**src/rtl/therm_dwa_dec.sv**
```systemverilog
// Binary-to-thermometer decoder with data-weighted-averaging rotation for a
// 2**N_BITS-element unary DAC. tout, tout_vld and ptr are all registered.
module therm_dwa_dec #(
  parameter int unsigned N_BITS  = 6,
  parameter int unsigned PTR_RST = 0
) (
  input  logic                       clk,
  input  logic                       rst,
  input  logic [N_BITS-1:0]          din,
  input  logic                       din_vld,
  input  logic                       dwa_en,
  input  logic                       ptr_clr,
  output logic [(1 << N_BITS)-1:0]   tout,
  output logic                       tout_vld,
  output logic [N_BITS-1:0]          ptr
);

  localparam int unsigned N_ELEM = 1 << N_BITS;
  localparam logic [N_ELEM-1:0] ONES = '1;
  localparam logic [N_BITS-1:0] PTR_RST_V = PTR_RST[N_BITS-1:0];

  logic [N_ELEM-1:0] tout_q, tout_d;
  logic              tout_vld_q, tout_vld_d;
  logic [N_BITS-1:0] ptr_q, ptr_d;
  logic [N_BITS-1:0] start;
  logic [N_ELEM-1:0] rot [N_BITS+1];

  always_comb begin
    start = (dwa_en && !ptr_clr) ? ptr_q : '0;

    // Thermometer mask from bit 0, then log2 barrel rotate-left by start.
    rot[0] = ~(ONES << din);
    for (int unsigned j = 0; j < N_BITS; j++) begin
      rot[j+1] = start[j] ? ((rot[j] << (1 << j)) | (rot[j] >> (N_ELEM - (1 << j))))
                          : rot[j];
    end

    tout_d     = tout_q;
    tout_vld_d = 1'b0;
    ptr_d      = ptr_clr ? '0 : ptr_q;
    if (din_vld) begin
      tout_d     = rot[N_BITS];
      tout_vld_d = 1'b1;
      ptr_d      = start + din;
    end
  end

  always_ff @(posedge clk) begin
    if (rst) begin
      tout_q     <= '0;
      tout_vld_q <= 1'b0;
      ptr_q      <= PTR_RST_V;
    end else begin
      tout_q     <= tout_d;
      tout_vld_q <= tout_vld_d;
      ptr_q      <= ptr_d;
    end
  end

  assign tout     = tout_q;
  assign tout_vld = tout_vld_q;
  assign ptr      = ptr_q;

endmodule

```
**config.mk**
```make
export PLATFORM = sky130hd
export DESIGN_NAME = therm_dwa_dec
export DESIGN_NICKNAME = d
export VERILOG_FILES = /design/src/rtl/therm_dwa_dec.sv
export SDC_FILE = /design/constraint.sdc
export NUM_CORES = 1
export LEC_CHECK = 0
export CAP_MARGIN = 20
export CORE_MARGIN = 2
export CORE_UTILIZATION = 43
export CTS_CLUSTER_SIZE = 30
export DETAILED_ROUTE_END_ITERATION = 6
export GPL_TIMING_DRIVEN = 0
export PLACE_DENSITY = 0.73
export SYNTH_ARGS = -nofsm -noshare
export SYNTH_HDL_FRONTEND = slang
export SYNTH_SLANG_ARGS = --single-unit
```
**constraint.sdc**
```tcl
create_clock -name clk -period 3.2 [get_ports clk]
set_input_delay 0.48 -clock clk [delete_from_list [all_inputs] [get_ports clk]]
set_output_delay 0.48 -clock clk [all_outputs]
set_load 0.02 [all_outputs]
```
==> results.ini <==
[run_status]
status=finished, violations left
violations=DRC, setup timing

[critical_path]
critPathMaxFanout=10
r2r_start=ptr[2]
startpoint_type=primary input
critical_path.startpoint=ptr_clr
path_class=in -> reg
cp-end-kind=flip-flop
cp.required_ps=3460
cp.arrival_ps=3540

[floorplanning]
fp.dieArea_sq_um=18240
dieHeight_um=135.1
start_util=0.4423
coreArea_sq_um=16700
die_x_um=135.1
fp-row-count=47
pin_count=82

[logic_synthesis]
synthFlopType=dfxtp_1
synth_compound_area_frac=0.4239
synth_fp_nets=1096
yosys.area.top_type=dfxtp_1
syn_area_sq_um=7387
yosysWarnings=0
synth_xor_area_frac=0.005928
ys_async_sr_fraction=0
synthCells=1079
synth_edf_count=0
synth-simple-area-share=0.2419
ys_ff_latch=71
yosys.area_share.adder=0.01812
ys_seq_area_frac=0.1924
netlist.area_leader.share=0.1924
synth_top_family_by_area=compound AO/OA/AOI/OAI gates
ys_types=90
synthMuxAreaShare=0.03980
synth_area_leaders=dfxtp_1, nor2_1, nand2_1, a21oi_1, o21ai_0
synth.avg_cell_area_sq_um=6.846

[detailed_routing]
wire_per_inst_um=31.27
routed_wl_um=43820
viasPerCell=7.689
firstDrtPassIters=7
drc=19
vias=10772
drtAntennaViolNets=0
drtIter0Drc=2368

[clock_tree]
insertion_delay_ps=360
hold_buffers=0
root_buffer=clkbuf_16
clockBufferDepth=2
numCtsBuffers=9
cts-htree-levels=3
cts_tree=built
cts.clk_slew.worst_paths_ps=70
cts_sinks=71

[global_route]
grt_pass1_wl_um=62500
grt_max_degree=16
overflow=0
antenna_found_initial=0
first_global_vias=9661
grt_usage=0.4654

[timing]
drv_slew=0
fin_crit_sh=1.027
relSlewSlack=0.3802
rsz0062_at_grt=true
worstMarginPinSlew_ps=926.2
finalHoldViolations=0
finalSetupViolCount=7
period_needed_ps=3287
max_freq_mhz=304.3
setup_ws_ps=-86.59
holdWs_ps=444.1
fin_skew_ps=9.704

[placement]
dp_hpwl_um=33140
io_buffers=80
preCtsSetupSlack_ps=-991.1
place_congestion=1.148
dp.cells=1379

[power]
power.density_nw_per_um2=343.7
power.leakage_nw=3.496
peakVddDrop_mv=0.2632

[worst_hold_path]
worstHoldStart=tout[35]
hold_class=reg -> reg

[layout]
diodes=0
drive_above_1_share=0.1753
stdcell_count=1401
area_growth_pct=26.30
fin_util=0.5587
nNetsFinal=1193

[job]
max_cap_viol_count=0

[worst max-delay path: stages]
cell and delay (ps):
clkdlybuf4s50_1 410, nand3b_2 400, inv_2 320, buf_2 320, o221ai_1 200, o211ai_1 300, nor2_1 150, or3_1 410
o2bb2ai_1 200, a221oi_1 340
[power by group]
part	total (mW)	switching, mW	internal [mW]	leakage (nW)
combinational	1.22	0.803	0.412	2.77
clock	0.997	0.456	0.541	0.135
sequential	0.994	0.0421	0.952	0.587
total	3.21	1.30	1.91	3.50
[flip-flops by register name (all words and copies together), names as in the netlist]
register,cells
tout,64
ptr,6
tout_vld,1
[metal layers]
layer / GRT usage / up-vias / routed length, um
li1: - / 4314 / -
met1: 0.5955 / 4991 / 16190
met2: 0.6551 / 1182 / 17100
met3: 0.2125 / 285 / 7375
met4: 0.2355 / 0 / 3154
met5: 0 / - / 0
[kinds of logic after synthesis]
group | after synthesis
and+or+nand+nor | 386
adders and majority gates | 11
muxes | 29
DFF | 71
AOI/OAI and AO/OA | 448
xor gates and xnor gates | 5
buffers and inverters | 129
[path summary, 6_finish.rpt]
path,to,slack [ps],depth (start not counted)
max,tout[63],-90,10
min,tout[35],440,2
max reg2reg,tout[63],-40,10
min reg2reg,tout[35],440,2
[cells in the final DEF, fill, tap and decap left out, types with 9 or more instances in the layout]
| cell type | Yosys | routed |
|---|---|---|
| mux2i_1 | 26 | 24 |
| a22oi_1 | 23 | 17 |
| o21ai_0 | 74 | 64 |
| nand2_1 | 124 | 123 |
| nor3_1 | 22 | 19 |
| a31oi_1 | 17 | 15 |
| nand3_1 | 25 | 23 |
| nor2_1 | 136 | 126 |
| clkbuf_4 | 0 | 15 |
| o221ai_1 | 21 | 20 |
| o21bai_1 | 11 | 11 |
| dfxtp_1 | 71 | 71 |
| clkdlybuf4s50_1 | 0 | 78 |
| clkbuf_16 | 0 | 9 |
| buf_2 | 46 | 25 |
| clkbuf_2 | 0 | 18 |
| a221oi_1 | 23 | 21 |
| a21oi_1 | 77 | 71 |
| a32oi_1 | 13 | 9 |
| clkbuf_1 | 44 | 27 |
| a21o_1 | 9 | 9 |
| o211ai_1 | 23 | 23 |
| a211oi_1 | 20 | 16 |
| inv_1 | 13 | 13 |
| o21ai_2 | 0 | 9 |
| o22ai_1 | 31 | 28 |
| and2_1 | 10 | 9 |
| buf_4 | 9 | 22 |
| o21ai_1 | 16 | 17 |
[stage by stage]
stage / instance area, sq um / power [mW] / TNS (ps)
floorplan: 7387 / 1.635 / 0
global placement: 8463 / 2.077 / -39560
detailed placement: 8463 / 2.073 / -35560
CTS: 8927 / 3.081 / -15.80
global route: 9330 / 3.263 / -91.59
finish: 9330 / 3.207 / -294.1
[cell usage after synthesis, types with 11 or more instances]
master,count
o21ai_1,16
a22oi_1,23
inv_1,13
o211ai_1,23
buf_1,11
a31oi_1,17
o221ai_1,21
a211oi_1,20
a21oi_1,77
a32oi_1,13
dfxtp_1,71
o22ai_1,31
mux2i_1,26
nor2_1,136
buf_2,46
nand3_1,25
o21bai_1,11
o21ai_0,74
a221oi_1,23
clkbuf_1,44
nor3_1,22
nand2_1,124
[final cells by class]
type | instances | area (sq um)
buffer | 110 | 620.6
clock buffer | 9 | 225.2
clock inverter | 7 | 61.31
fill | 1699 | 7371
inverter | 19 | 73.82
multi-input combinational | 879 | 5806
sequential | 71 | 1421
tap | 220 | 275.3
timing repair buffer | 86 | 847.1
[what timing repair did]
| item | in CTS | in global routing |
|---|---|---|
| endpoints found under the hold margin | 0 | 0 |
| endpoints found under the setup margin | 63 | 61 |
| gates resized for setup | 61 | 104 |
| buffers inserted | 0 | 6 |
| pin swaps | 0 | 7 |
No activity file was read; power rests on OpenSTA's default activity.
